--- config.mk ---
export PLATFORM = sky130hd
export DESIGN_NAME = microwave_timer_ctrl_flat
export DESIGN_NICKNAME = d
export VERILOG_FILES = /design/src/rtl/microwave_timer_ctrl_if.sv /design/src/rtl/microwave_timer_ctrl.sv /design/src/flat_wrapper.sv
export SDC_FILE = /design/constraint.sdc
export NUM_CORES = 1
export LEC_CHECK = 0
export ABC_AREA = 1
export CAP_MARGIN = 20
export CORE_UTILIZATION = 50
export CTS_BUF_LIST = sky130_fd_sc_hd__clkbuf_8 sky130_fd_sc_hd__clkbuf_16
export CTS_CLUSTER_SIZE = 25
export DETAILED_ROUTE_END_ITERATION = 8
export PLACE_DENSITY = 0.78
export SYNTH_ARGS = -nofsm -noshare
export SYNTH_HDL_FRONTEND = slang
export SYNTH_SLANG_ARGS = --single-unit
--- constraint.sdc ---
create_clock -name clock -period 3.45 [get_ports clock]
set_input_delay 0.69 -clock clock [delete_from_list [all_inputs] [get_ports clock]]
set_output_delay 0.69 -clock clock [all_outputs]
set_load 0.05 [all_outputs]
--- src/rtl/microwave_timer_ctrl_if.sv ---
`default_nettype none
// ---------------------------------------------------------------------------
// microwave_timer_ctrl_if
// Keypad/door/counter-chain signal bundle for the cook timer controller.
// slave  : the controller itself.
// master : the keypad, door sensor and counter chain side.
// Revision: 1.0 - initial release
// ---------------------------------------------------------------------------
interface microwave_timer_ctrl_if;
  logic        tick;
  logic        key_valid;
  logic [3:0]  key_value;
  logic        start;
  logic        stop;
  logic        door_closed;
  logic        zero_all;
  logic [15:0] data;
  logic        loadn;
  logic        count_en;
  logic        magnetron_on;
  logic        alarm;
  logic        busy;

  modport slave (
    input  tick, key_valid, key_value, start, stop, door_closed, zero_all,
    output data, loadn, count_en, magnetron_on, alarm, busy
  );

  modport master (
    output tick, key_valid, key_value, start, stop, door_closed, zero_all,
    input  data, loadn, count_en, magnetron_on, alarm, busy
  );
endinterface
`default_nettype wire

--- src/rtl/microwave_timer_ctrl.sv ---
`default_nettype none
// ---------------------------------------------------------------------------
// microwave_timer_ctrl
// Cook timer sequencer: BCD MM:SS entry, load of the down-counter chain,
// tick-gated count enable, pause/resume/cancel, door interlock and alarm.
// Optional feature macro: QUICK_START_EN (start with empty entry cooks 00:30;
// start while cooking at 00:00 reloads 00:30).
// Revision: 1.0 - initial release
// ---------------------------------------------------------------------------
module microwave_timer_ctrl #(
  parameter int ALARM_TICKS = 3
) (
  input  logic                  clock,
  input  logic                  clear,
  microwave_timer_ctrl_if.slave bus
);

  typedef enum logic [2:0] {
    S_IDLE    = 3'd0,
    S_LOAD    = 3'd1,
    S_COOKING = 3'd2,
    S_PAUSED  = 3'd3,
    S_DONE    = 3'd4
  } state_t;

  localparam logic [3:0] C_ALARM_LAST = 4'(ALARM_TICKS - 1);
`ifdef QUICK_START_EN
  localparam logic [15:0] C_QUICK_TIME = 16'h0030;
`endif

  state_t      state_q, state_d;
  logic [15:0] entry_q, entry_d;
  logic [3:0]  alarm_cnt_q, alarm_cnt_d;
  logic        cancel_q, cancel_d;
  logic        loadn_q, loadn_d;
  logic        magnetron_q, magnetron_d;
  logic        alarm_q, alarm_d;
  logic        w_key_ok;

  assign w_key_ok = bus.key_valid && (bus.key_value <= 4'd9);

  // Next-state, entry register and alarm counter; the highest-priority event
  // active in a cycle (door open > stop > start > key) decides the action and
  // all lower-priority events in that cycle are dropped.
  always_comb begin
    state_d     = state_q;
    entry_d     = entry_q;
    alarm_cnt_d = alarm_cnt_q;
    cancel_d    = 1'b0;
    unique case (state_q)
      S_IDLE: begin
        if (bus.door_closed && !bus.stop) begin
          if (bus.start) begin
            if (entry_q != 16'h0000) begin
              state_d = S_LOAD;
            end
`ifdef QUICK_START_EN
            else begin
              entry_d = C_QUICK_TIME;
              state_d = S_LOAD;
            end
`endif
          end else if (w_key_ok) begin
            entry_d = {entry_q[11:0], bus.key_value};
          end
        end
      end
      S_LOAD: begin
        state_d = S_COOKING;
        entry_d = 16'h0000;
      end
      S_COOKING: begin
        if (!bus.door_closed || bus.stop) begin
          state_d = S_PAUSED;
        end
`ifdef QUICK_START_EN
        else if (bus.start && bus.zero_all) begin
          entry_d = C_QUICK_TIME;
          state_d = S_LOAD;
        end
`endif
        else if (bus.tick && bus.zero_all) begin
          state_d     = S_DONE;
          alarm_cnt_d = 4'd0;
        end
      end
      S_PAUSED: begin
        if (bus.door_closed) begin
          if (bus.stop) begin
            state_d  = S_IDLE;
            cancel_d = 1'b1;
          end else if (bus.start) begin
            state_d = S_COOKING;
          end
        end
      end
      S_DONE: begin
        if (!bus.door_closed || bus.stop || bus.key_valid) begin
          state_d = S_IDLE;
        end else if (bus.tick) begin
          if (alarm_cnt_q == C_ALARM_LAST) begin
            state_d = S_IDLE;
          end else begin
            alarm_cnt_d = alarm_cnt_q + 4'd1;
          end
        end
      end
      default: state_d = S_IDLE;
    endcase

    // Registered outputs are decoded from the next state so they line up
    // with the state register.
    loadn_d     = !((state_d == S_LOAD) || cancel_d);
    magnetron_d = (state_d == S_COOKING);
    alarm_d     = (state_d == S_DONE);
  end

  // State and output registers with synchronous clear.
  always_ff @(posedge clock) begin
    if (clear) begin
      state_q     <= S_IDLE;
      entry_q     <= 16'h0000;
      alarm_cnt_q <= 4'd0;
      cancel_q    <= 1'b0;
      loadn_q     <= 1'b1;
      magnetron_q <= 1'b0;
      alarm_q     <= 1'b0;
    end else begin
      state_q     <= state_d;
      entry_q     <= entry_d;
      alarm_cnt_q <= alarm_cnt_d;
      cancel_q    <= cancel_d;
      loadn_q     <= loadn_d;
      magnetron_q <= magnetron_d;
      alarm_q     <= alarm_d;
    end
  end

  // The cancel load forces the chain to 00:00; otherwise the chain sees the entry.
  assign bus.data         = cancel_q ? 16'h0000 : entry_q;
  assign bus.loadn        = loadn_q;
  // The chain decrements on the same edge that samples the tick, and must
  // stop at 00:00 rather than wrap.
  assign bus.count_en     = (state_q == S_COOKING) && bus.tick && !bus.zero_all;
  assign bus.magnetron_on = magnetron_q;
  assign bus.alarm        = alarm_q;
  assign bus.busy         = (state_q != S_IDLE);

endmodule
`default_nettype wire

--- src/flat_wrapper.sv ---
// flat-port wrapper written by rule: the top's interface ports become plain ports
module microwave_timer_ctrl_flat 
#(
  parameter int ALARM_TICKS = 3
)
  (clock, clear, bus_tick, bus_key_valid, bus_key_value, bus_start, bus_stop, bus_door_closed, bus_zero_all, bus_data, bus_loadn, bus_count_en, bus_magnetron_on, bus_alarm, bus_busy);
  microwave_timer_ctrl_if bus_i ();
  input  logic clock;
  input  logic clear;
  input wire logic [$bits(bus_i.tick)-1:0] bus_tick;
  input wire logic [$bits(bus_i.key_valid)-1:0] bus_key_valid;
  input wire logic [$bits(bus_i.key_value)-1:0] bus_key_value;
  input wire logic [$bits(bus_i.start)-1:0] bus_start;
  input wire logic [$bits(bus_i.stop)-1:0] bus_stop;
  input wire logic [$bits(bus_i.door_closed)-1:0] bus_door_closed;
  input wire logic [$bits(bus_i.zero_all)-1:0] bus_zero_all;
  output wire logic [$bits(bus_i.data)-1:0] bus_data;
  output wire logic [$bits(bus_i.loadn)-1:0] bus_loadn;
  output wire logic [$bits(bus_i.count_en)-1:0] bus_count_en;
  output wire logic [$bits(bus_i.magnetron_on)-1:0] bus_magnetron_on;
  output wire logic [$bits(bus_i.alarm)-1:0] bus_alarm;
  output wire logic [$bits(bus_i.busy)-1:0] bus_busy;
  assign bus_i.tick = bus_tick;
  assign bus_i.key_valid = bus_key_valid;
  assign bus_i.key_value = bus_key_value;
  assign bus_i.start = bus_start;
  assign bus_i.stop = bus_stop;
  assign bus_i.door_closed = bus_door_closed;
  assign bus_i.zero_all = bus_zero_all;
  assign bus_data = bus_i.data;
  assign bus_loadn = bus_i.loadn;
  assign bus_count_en = bus_i.count_en;
  assign bus_magnetron_on = bus_i.magnetron_on;
  assign bus_alarm = bus_i.alarm;
  assign bus_busy = bus_i.busy;
  microwave_timer_ctrl #(.ALARM_TICKS(ALARM_TICKS)) u_core (.clock(clock), .clear(clear), .bus(bus_i));
endmodule
# Yosys cells after proc, flatten, opt, wreduce, memory -nomap -nowiden
# Cells that the tools add are included.
# word_totals
register_bits	27
input_bits	12
output_inout_bits	21
wordCells	70
# op_classes
add_sub_neg	1
n_lt_le_gt_ge	1
n_eq_ne	16
mux	26
n_reduce_logical	19
# op_table
op	n
$mux 16	4
$mux 3	11
$pmux 16 s2	1
$mux 4	5
$reduce_bool 16->1	1
$pmux 3 s5	1
$ne 2x2->1 const B	5
$eq 3x2->1 const B	3
$pmux 4 s2	1
$eq 3x1->1 const B	2
$eq 3x3->1 const B	2
$ne 2x1->1 const B	3
$reduce_and 6->1	1
$logic_and 1x1->1	5
$add 4x1->4 const B	1
$eq 4x2->1 const B	1
$le 4x4->1 const B	1
$logic_not 1->1	4
$reduce_and 4->1	1
$reduce_bool 2->1	2
$logic_not 3->1	1
$logic_or 1x1->1	3
$mux 1	3
$reduce_bool 3->1	1

# Logic depth before layout (Yosys ltp)
# Gate-level depths: netlist (run 1).
# logic_depth
depth_word	8
ltp_mapped	8
ltp_nobuf	7

# Least setup slack after synthesis (run 1)
# No wires, ideal clock.
# synth_timing
path_kind	input port to output port
start	input port bus_tick
end	output port bus_count_en
t_arrival_ns	1.813
t_required_ns	2.760
setup_slack_ns	0.947
cell_stages	2
n_path_buf	0
cell_sequence	inv_1 > nor3_1
# synth_between
elab_chain_cells	2
# synth_rtl
item	line	text
start, declared	flat_wrapper.sv:10	input wire logic [$bits(bus_i.tick)-1:0] bus_tick;
$logic_and 1x1->1 (2 in a row)	microwave_timer_ctrl.sv:144	assign bus.count_en = (state_q == S_COOKING) && bus.tick && !bus.zero_all;
end, declared	flat_wrapper.sv:19	output wire logic [$bits(bus_i.count_en)-1:0] bus_count_en;
# Every way passes these cells.

# Worst setup path after layout (run 1)
# Same ends and word-level chain as after synthesis.

==> reports/metrics.cfg, run 1 <==
[status]
status=finished with violations
violations=DRC

[cts]
clk_latency_ns=0.27
numCtsBuffers=3
cts-root-buf=clkbuf_8
clk_pin_slew_ns=0.09
cts.htree.levels=1
cts_setup_buffers=0
cts_sinks=27
cts_resized=0
cts_buffer_depth=2
cts_hold_buf=0
cts_tree=yes

[synthesis]
seq_area_frac_synth_pct=35.2
netlist_instances=238
synth.avg_cell_area_um2=6.46
syn_nets=252
ys_ff_latch=27
ys_types=25
ys_warn_count=0
syn_area_um2=1540

[min_path]
holdPathEnd=u_core.entry_q[12]
holdCritStartpoint=u_core.entry_q[12]
hold_depth=2
hp-class=flop to flop

[drt]
wl_per_cell_um=11.1
met1_length_um=1680
antenna_left=0
vias_per_cell=5.18
routed-via-count=1523
met3WireLength_um=100
drt_iter0_drc=57
routed-wl-met2_um=1450
routed.top_layer=met4
wl_um=3260
route.detailed.drc=2
drt_first_pass_iters=6

[sta]
hold_viol=0
fin_skew_ns=0.00469
maxSlewViolCount=0
rsz0062_at_grt=false
setup_tns_ns=0
worstMarginPinSlew_ns=0.768
finalCriticalPeriod_ns=2.93
max_clock_freq_mhz=341
hold-worst-slack_ns=0.520
fin_crit_sh_pct=84.9
setup_violations=0
relSlewSlack_pct=48.6

[placed_design]
port_buffers=32
dp_hpwl_um=2300
gp_congestion=0.784

[run]
maxCapViolCount=0

[finish]
layout_common_cells=nand2_1, nor2_1, clkdlybuf4s50_1
fillerInstances=277
multi_input_area_um2=808
layout-drive-gt1-share_pct=7.98
post-route-util_pct=65.8
final_nets=278
regArea_um2=541
final_common_cell=nand2_1
synthToLayoutAreaGrowth_pct=21.2
diodes=0

[grt]
antenna_found_initial=0
overflow=0
grt_max_degree=33
grt_pass1_wl_um=5490
first_global_vias=1257
grt_use_total_pct=21.2

[die]
start_util_pct=54.3
die_h_um=57.4
io_pins=33
dieArea_um2=3300
core_region_area_um2=2830
die_w_um=57.4
rows=19

[critical_path]
startpoint=bus_tick
end_kind=primary output
path_delay_family=buffers and inverters
slowest_delay_ns=0.82
start_kind=input pin
critPathBufInv=3
timing.critical_path.mode_cell=clkdlybuf4s50_1
slowest_stage=clkdlybuf4s50_1
r2r-start=u_core.state_q[1]
cp_data_arrival_time_ns=2.24
regToRegSetupSlack_ns=1.79
r2r-end=u_core.entry_q[15]
required_ns=2.76
path_max_fanout=3
critical_path_class=input pin to primary output
cp_cell_sequence=clkdlybuf4s50_1 -> inv_1 -> nor3_1 -> clkdlybuf4s50_1
reg2reg_depth=6

[pwr]
power_w=0.000856
ir_drop_mv=0.244
power.leakage_nw=0.791
powerDensity_nw_per_um2=460

==> stage by stage <==
step	instances	setup slack, ns	area (µm²)
finish	294	0.519	1860
global placement	290	0.532	1820
detailed placement	290	0.505	1820
floorplan	238	0.947	1540
global route	294	0.428	1860
CTS	294	0.506	1860
==> routing by layer <==
metal  vias up  track usage (%)
met1       690             30.6
li1        799                -
met5         -                0
met3         4             3.17
met4         0             8.01
met2        30             31.9
==> cell usage after synthesis <==
cell	number	area (µm²)
nor2_2	2	12.5
nand2_1	50	188
o21ai_1	1	5.00
nand3_4	1	17.5
inv_2	7	26.3
buf_1	1	3.75
nor2_1	47	176
inv_1	22	82.6
nor3_2	1	10.0
xnor2_1	1	8.76
buf_6	3	33.8
dfxtp_1	27	541
nor3_1	1	5.00
clkbuf_1	3	11.3
nand3_2	2	20.0
nand3_1	27	135
o21bai_1	1	7.51
buf_4	4	30.0
nand2_2	4	25.0
nand3b_1	1	7.51
nand4_1	3	18.8
o21ai_0	1	5.00
o21ai_4	1	16.3
ha_1	2	25.0
a21oi_1	25	125
==> logic make-up (layout without fill, tap and decap cells) <==
kind of cell	Yosys count	count (layout)	synth area share, %
AND/OR/NAND/NOR	139	139	40.1
buffers and inverters	40	65	12.2
AO/OA/AOI/OAI	29	29	10.3
adder cells (fa/ha/maj)	2	2	1.63
flip-flops	27	27	35.2
XOR/XNOR	1	1	0.570
==> registers in the layout (all words and copies together) (netlist names) <==
register / count
u_core.bus.loadn: 1
u_core.state_q: 3
u_core.cancel_q: 1
u_core.bus.alarm: 1
u_core.alarm_cnt_q: 4
u_core.entry_q: 16
u_core.bus.magnetron_on: 1
==> final cells by class <==
| class | count | share of cell area (%) |
|---|---|---|
| clock inverters | 1 | 0.202 |
| inverters | 29 | 5.85 |
| multi-input cells | 171 | 43.4 |
| repair buffers | 32 | 17.2 |
| clock buffers | 3 | 2.22 |
| well taps | 31 | 2.08 |
| flip-flops and latches | 27 | 29.0 |
==> worst max-delay path by stage <==
stage	to	slack, ns	cells after the start
floorplan	bus_count_en	0.95	2
global placement	bus_count_en	0.53	4
detailed placement	bus_count_en	0.50	4
CTS	bus_count_en	0.51	4
global route	bus_count_en	0.43	4
finish	bus_count_en	0.52	4
==> worst reg2reg max path, stage by stage (launching register included) <==
cell     delay, ns
dfxtp_1       0.36
inv_2         0.12
nand3_2       0.33
o21ai_4       0.44
nand3_1       0.17
nand2_1       0.10
nor2_1        0.04
==> report_power, final <==
part / switching [W] / internal (W)
combinational: 0.000216 / 0.000108
clock: 0.0000949 / 0.0000797
sequential: 0.0000208 / 0.000337
Note: power is estimated with default switching activity, not from simulation.
==> run 2, diff against run 1 <==
==> constraint.sdc (replaced) <==
create_clock -name clock -period 2.8 [get_ports clock]
set_input_delay 0.56 -clock clock [delete_from_list [all_inputs] [get_ports clock]]
set_output_delay 0.56 -clock clock [all_outputs]
set_load 0.05 [all_outputs]
==> reports/metrics.cfg, run 2 (synthesized netlist as in run 1, its figures left out) <==
[status]
status=finished with violations  ; unchanged
violations=DRC  ; unchanged

[die]
die_w_um=57.4  ; unchanged
die_h_um=57.4  ; unchanged
rows=19  ; unchanged
core_region_area_um2=2830  ; unchanged
io_pins=33  ; unchanged
dieArea_um2=3300  ; unchanged
start_util_pct=54.3  ; unchanged

[pwr]
p_comb_share_pct=38.1  ; was 37.8%
powerDensity_nw_per_um2=561  ; was 460 nW/µm²
power_frac_clock_pct=20.1  ; was 20.4%
power_w=0.00105  ; was 0.000856 W
intPower_w=0.000650  ; was 0.000525 W
p_seq_share_pct=41.9  ; was 41.8%
swShare_pct=38.4  ; was 38.7%
p_sw_w=0.000405  ; was 0.000332 W
ir_drop_mv=0.498  ; was 0.244 mV
power.leakage_nw=0.801  ; was 0.791 nW

[critical_path]
start_kind=flop  ; was input pin
critical_path_class=flop to primary output  ; was input pin to primary output
path_max_fanout=16  ; was 3
end_kind=primary output  ; unchanged
cp_data_arrival_time_ns=1.76  ; was 2.24 ns
regToRegSetupSlack_ns=1.15  ; was 1.79 ns
required_ns=2.24  ; was 2.76 ns
r2r-end=u_core.entry_q[1]  ; was u_core.entry_q[15]
r2r-start=u_core.state_q[1]  ; unchanged
reg2reg_depth=7  ; was 6

[sta]
setup_violations=0  ; unchanged
maxSlewViolCount=0  ; unchanged
fin_crit_sh_pct=82.7
relSlewSlack_pct=64.4  ; was 48.6%
rsz0062_at_grt=false  ; unchanged
finalCriticalPeriod_ns=2.32
fin_skew_ns=0.00369  ; was 0.00469 ns
hold_viol=0  ; unchanged
max_clock_freq_mhz=432
setup_tns_ns=0  ; unchanged
worstMarginPinSlew_ns=0.533  ; was 0.768 ns

[drt]
wl_um=3190  ; was 3260 µm
met3WireLength_um=176  ; was 100 µm
routed-via-count=1508  ; was 1523
drt_iter0_drc=43  ; was 57
drt_first_pass_iters=6  ; unchanged
wl_per_cell_um=10.8  ; was 11.1 µm
met1_length_um=1560  ; was 1680 µm
route.detailed.drc=2  ; unchanged
vias_per_cell=5.11  ; was 5.18
antenna_left=0  ; unchanged
routed.top_layer=met4  ; unchanged
routed-wl-met2_um=1430  ; was 1450 µm

[cts]
cts.htree.levels=1  ; unchanged
numCtsBuffers=3  ; unchanged
cts_resized=0  ; unchanged
cts_setup_buffers=0  ; unchanged
cts_hold_buf=0  ; unchanged
cts_sinks=27  ; unchanged
cts_tree=yes  ; unchanged
clk_latency_ns=0.27  ; about the same
cts-root-buf=clkbuf_8  ; unchanged
clk_pin_slew_ns=0.09  ; about the same
cts_buffer_depth=2  ; unchanged

[placed_design]
dp_hpwl_um=2280  ; was 2300 µm
gp_congestion=0.794  ; was 0.784
port_buffers=32  ; unchanged
placed_cell_area_um2=1830  ; was 1820 µm²

[finish]
layout-drive-gt1-share_pct=8.71  ; was 7.98%
final_common_cell=nand2_1  ; unchanged
fillerInstances=276  ; was 277
final_nets=279  ; was 278
regArea_um2=541  ; unchanged
diodes=0  ; unchanged
synthToLayoutAreaGrowth_pct=22.3  ; was 21.2%
post-route-util_pct=66.4  ; was 65.8%
largest_reg_flops=16  ; unchanged
regMostFlops=u_core.entry_q  ; unchanged
layout_common_cells=nand2_1, nor2_1, clkdlybuf4s50_1  ; unchanged
multi_input_area_um2=808  ; unchanged
top_regs=u_core.entry_q (16), u_core.alarm_cnt_q (4), u_core.state_q (3)  ; unchanged
design_area_um2=1880  ; was 1860 µm²

[min_path]
hold_depth=2  ; unchanged
holdCritStartpoint=u_core.entry_q[12]  ; unchanged
holdPathEnd=u_core.entry_q[12]  ; unchanged
hp-class=flop to flop  ; unchanged

[grt]
overflow=0  ; unchanged
grt_max_degree=33  ; unchanged
grt_pass1_wl_um=5460  ; was 5490 µm
first_global_vias=1247  ; was 1257
antenna_found_initial=0  ; unchanged
grt_use_total_pct=21.1  ; was 21.2%

[run]
maxCapViolCount=0  ; unchanged

## run 2: how the worst max path moves through the flow
stage | start | to | slack, ns | depth (start not counted)
after floorplan | bus_tick | bus_count_en | 0.56 | 2
after global placement | bus_tick | bus_count_en | 0.63 | 4
after detailed placement | bus_tick | bus_count_en | 0.60 | 4
after CTS | u_core.cancel_q | bus_data[14] | 0.44 | 2
after global routing | u_core.cancel_q | bus_data[0] | 0.32 | 2
final | u_core.cancel_q | bus_data[10] | 0.48 | 2
## run 2: power by group through the flow
stage	logic [W]	clock network (W)	registers [W]
floorplan	0.000308	0	0.000450
global placement	0.000398	0	0.000450
detailed placement	0.000401	0	0.000450
CTS	0.000403	0.000217	0.000441
global route	0.000439	0.000234	0.000446
finish	0.000401	0.000212	0.000441
## run 2: critical path, cell delays in order (launching register included)
cell             delay, ns
dfxtp_1               0.66
nor2_1                0.10
clkdlybuf4s50_1       0.72
## run 2: metrics by stage
stage / hold WS (ns) / std cells / setup WS (ns)
after global placement: 0.492 / 291 / 0.631
after CTS: 0.519 / 295 / 0.439
after global routing: 0.547 / 295 / 0.316
after floorplan: 0.474 / 238 / 0.557
final: 0.517 / 295 / 0.483
after detailed placement: 0.496 / 291 / 0.601
## run 2: layout make-up
type / count / share of cell area, %
clock inverter: 1 / 0.200
sequential: 27 / 28.8
clock buffer: 3 / 2.20
inverter: 29 / 5.79
tap: 31 / 2.06
timing repair buffer: 33 / 18.0
multi-input combinational: 171 / 43.0
## run 2: metal layers
layer | track usage [%] | up-vias
li1 | - | 805
met1 | 30.0 | 672
met2 | 32.7 | 29
met3 | 5.90 | 2
met4 | 3.14 | 0
met5 | 0 | -
==> run 3, diff against run 2 <==
--- a/config.mk
+++ b/config.mk
@@ -7,11 +7,11 @@
 export LEC_CHECK = 0
 export ABC_AREA = 1
 export CAP_MARGIN = 20
-export CORE_UTILIZATION = 50
+export CORE_UTILIZATION = 45
 export CTS_BUF_LIST = sky130_fd_sc_hd__clkbuf_8 sky130_fd_sc_hd__clkbuf_16
 export CTS_CLUSTER_SIZE = 25
 export DETAILED_ROUTE_END_ITERATION = 8
-export PLACE_DENSITY = 0.78
+export PLACE_DENSITY = 0.74
 export SYNTH_ARGS = -nofsm -noshare
 export SYNTH_HDL_FRONTEND = slang
 export SYNTH_SLANG_ARGS = --single-unit
==> constraint.sdc (replaced) <==
create_clock -name clock -period 2.02 [get_ports clock]
set_input_delay 0.404 -clock clock [delete_from_list [all_inputs] [get_ports clock]]
set_output_delay 0.404 -clock clock [all_outputs]
set_load 0.05 [all_outputs]
==> reports/metrics.cfg, run 3 (synthesized netlist as in run 1, its figures left out) <==
[status]
status=finished clean  ; was finished with violations

[sta]
rsz0062_at_grt=false  ; unchanged
worstMarginPinSlew_ns=0.540  ; was 0.533 ns
maxSlewViolCount=0  ; unchanged
setup_violations=0  ; unchanged
finalCriticalPeriod_ns=1.80
fin_crit_sh_pct=89.1
setup_tns_ns=0  ; unchanged
max_clock_freq_mhz=556
hold_viol=0  ; unchanged
relSlewSlack_pct=64.0  ; was 64.4%
fin_skew_ns=0.00546  ; was 0.00369 ns
worst_slack_ns=0.220  ; was 0.483 ns

[grt]
met3_usage_pct=3.20  ; was 5.90%
grt_pass1_wl_um=5460  ; unchanged
top_usage_layer=met1  ; was met2
first_global_vias=1195  ; was 1247
grt_use_total_pct=20.0  ; was 21.1%
grtUsageMet1_pct=30.1  ; was 30.0%
antenna_found_initial=0  ; unchanged
use_met2_pct=28.7  ; was 32.7%
overflow=0  ; unchanged
grt_max_degree=33  ; unchanged

[cts]
cts_sinks=27  ; unchanged
numCtsBuffers=3  ; unchanged
clk_latency_ns=0.27  ; about the same
cts_hold_buf=0  ; unchanged
cts_buffer_depth=2  ; unchanged
cts_resized=0  ; unchanged
cts.htree.levels=1  ; unchanged
cts-root-buf=clkbuf_8  ; unchanged
cts_setup_buffers=0  ; unchanged
cts_tree=yes  ; unchanged
clk_pin_slew_ns=0.10  ; was 0.09 ns

[drt]
route.detailed.drc=0  ; was 2
routed-via-count=1502  ; was 1508
vias_per_cell=4.83  ; was 5.11
wl_um=3330  ; was 3190 µm
drt_iter0_drc=76  ; was 43
drt_first_pass_iters=4  ; was 6
antenna_left=0  ; unchanged
wl_per_cell_um=10.7  ; was 10.8 µm

[placed_design]
dp_slack_ns=0.224  ; was 0.601 ns
dp.cells=307  ; was 291
dp_hpwl_um=2400  ; was 2280 µm
port_buffers=32  ; unchanged
gp_congestion=0.792  ; was 0.794

[die]
die_h_um=60.4  ; was 57.4 µm
start_util_pct=48.7  ; was 54.3%
io_pins=33  ; unchanged
core_region_area_um2=3150  ; was 2830 µm²
rows=20  ; was 19
die_w_um=60.4  ; was 57.4 µm
dieArea_um2=3650  ; was 3300 µm²

[finish]
top_regs=u_core.entry_q (16), u_core.alarm_cnt_q (4), u_core.state_q (3)  ; unchanged
diodes=0  ; unchanged
layout_common_cells=nand2_1, nor2_1, nand3_1, dfxtp_1, a21oi_1  ; was nand2_1, nor2_1, clkdlybuf4s50_1
layout-drive-gt1-share_pct=16.9  ; was 8.71%
largest_reg_flops=16  ; unchanged
regMostFlops=u_core.entry_q  ; unchanged
layoutNonFillerInstCount=311  ; was 295
synthToLayoutAreaGrowth_pct=24.1  ; was 22.3%
final_nets=282  ; was 279
final_common_cell=nand2_1  ; unchanged
fillerInstances=307  ; was 276

[pwr]
power.leakage_nw=0.854  ; was 0.801 nW
powerDensity_nw_per_um2=785  ; was 561 nW/µm²
ir_drop_mv=0.326  ; was 0.498 mV

[critical_path]
critical_path_class=input pin to primary output  ; was flop to primary output
path_max_fanout=3  ; was 16
required_ns=1.62  ; was 2.24 ns
slowest_delay_ns=0.51  ; was 0.72 ns
slowest_stage=clkdlybuf4s50_1  ; unchanged
end_kind=primary output  ; unchanged
startpoint=bus_tick  ; was u_core.cancel_q
cp_cell_sequence=clkdlybuf4s50_1 -> inv_1 -> nor3_2 -> buf_12  ; was nor2_1 -> clkdlybuf4s50_1
cp_data_arrival_time_ns=1.40  ; was 1.76 ns
regToRegSetupSlack_ns=0.69  ; was 1.15 ns
start_kind=input pin  ; was flop
r2r-start=u_core.alarm_cnt_q[0]  ; was u_core.state_q[1]

[min_path]
hp-class=flop to flop  ; unchanged
holdCritStartpoint=u_core.entry_q[14]  ; was u_core.entry_q[12]

[run]
maxCapViolCount=0  ; unchanged

-- run 3: path summary, 6_finish.rpt --
path	endpoint	cells past startpoint
setup / recovery	bus_count_en	4
hold / removal	u_core.entry_q[14]	2
setup reg to reg	u_core.alarm_cnt_q[2]	7
hold reg to reg	u_core.entry_q[14]	2
-- run 3: power breakdown --
part	switching (W)	leakage [nW]	internal, W
Clock	0.000170	0.0255	0.000138
Sequential	0.0000360	0.219	0.000576
Combinational	0.000376	0.609	0.000201
Total	0.000582	0.854	0.000915
-- run 3: layer usage --
metal | wire length [µm] | vias to the layer above | part of all wire [%]
met5 | 0 | - | 0
met4 | 19 | 0 | 0.57
met3 | 172 | 2 | 5.2
met2 | 1520 | 39 | 46
met1 | 1620 | 656 | 49
li1 | - | 805 | -
-- run 3: cell type report --
| class | instances | area (µm²) | share of cell area, % |
|---|---|---|---|
| clock inverter | 1 | 5.00 | 0.262 |
| clock buffer | 3 | 41.3 | 2.17 |
| multi-input combinational | 171 | 813 | 42.7 |
| timing repair buffer | 36 | 343 | 18.0 |
| sequential | 27 | 541 | 28.3 |
| inverter | 29 | 109 | 5.71 |
| tap | 44 | 55.1 | 2.89 |
-- run 3: per-stage QoR --
step / util [%] / total power (W) / instance area (µm²) / hold WS (ns)
floorplan: - / 0.00105 / 1540 / 0.474
global placement: 59.0 / 0.00120 / 1860 / 0.493
detailed placement: 59.0 / 0.00120 / 1860 / 0.498
CTS: 60.5 / 0.00151 / 1910 / 0.523
global route: 60.5 / 0.00159 / 1910 / 0.543
finish: 60.5 / 0.00150 / 1910 / 0.518
-- run 3: critical path, delay by kind of cell --
kind	cells	cell delay (ns)
buffers and inverters	3	0.75
AND/OR/NAND/NOR	1	0.24
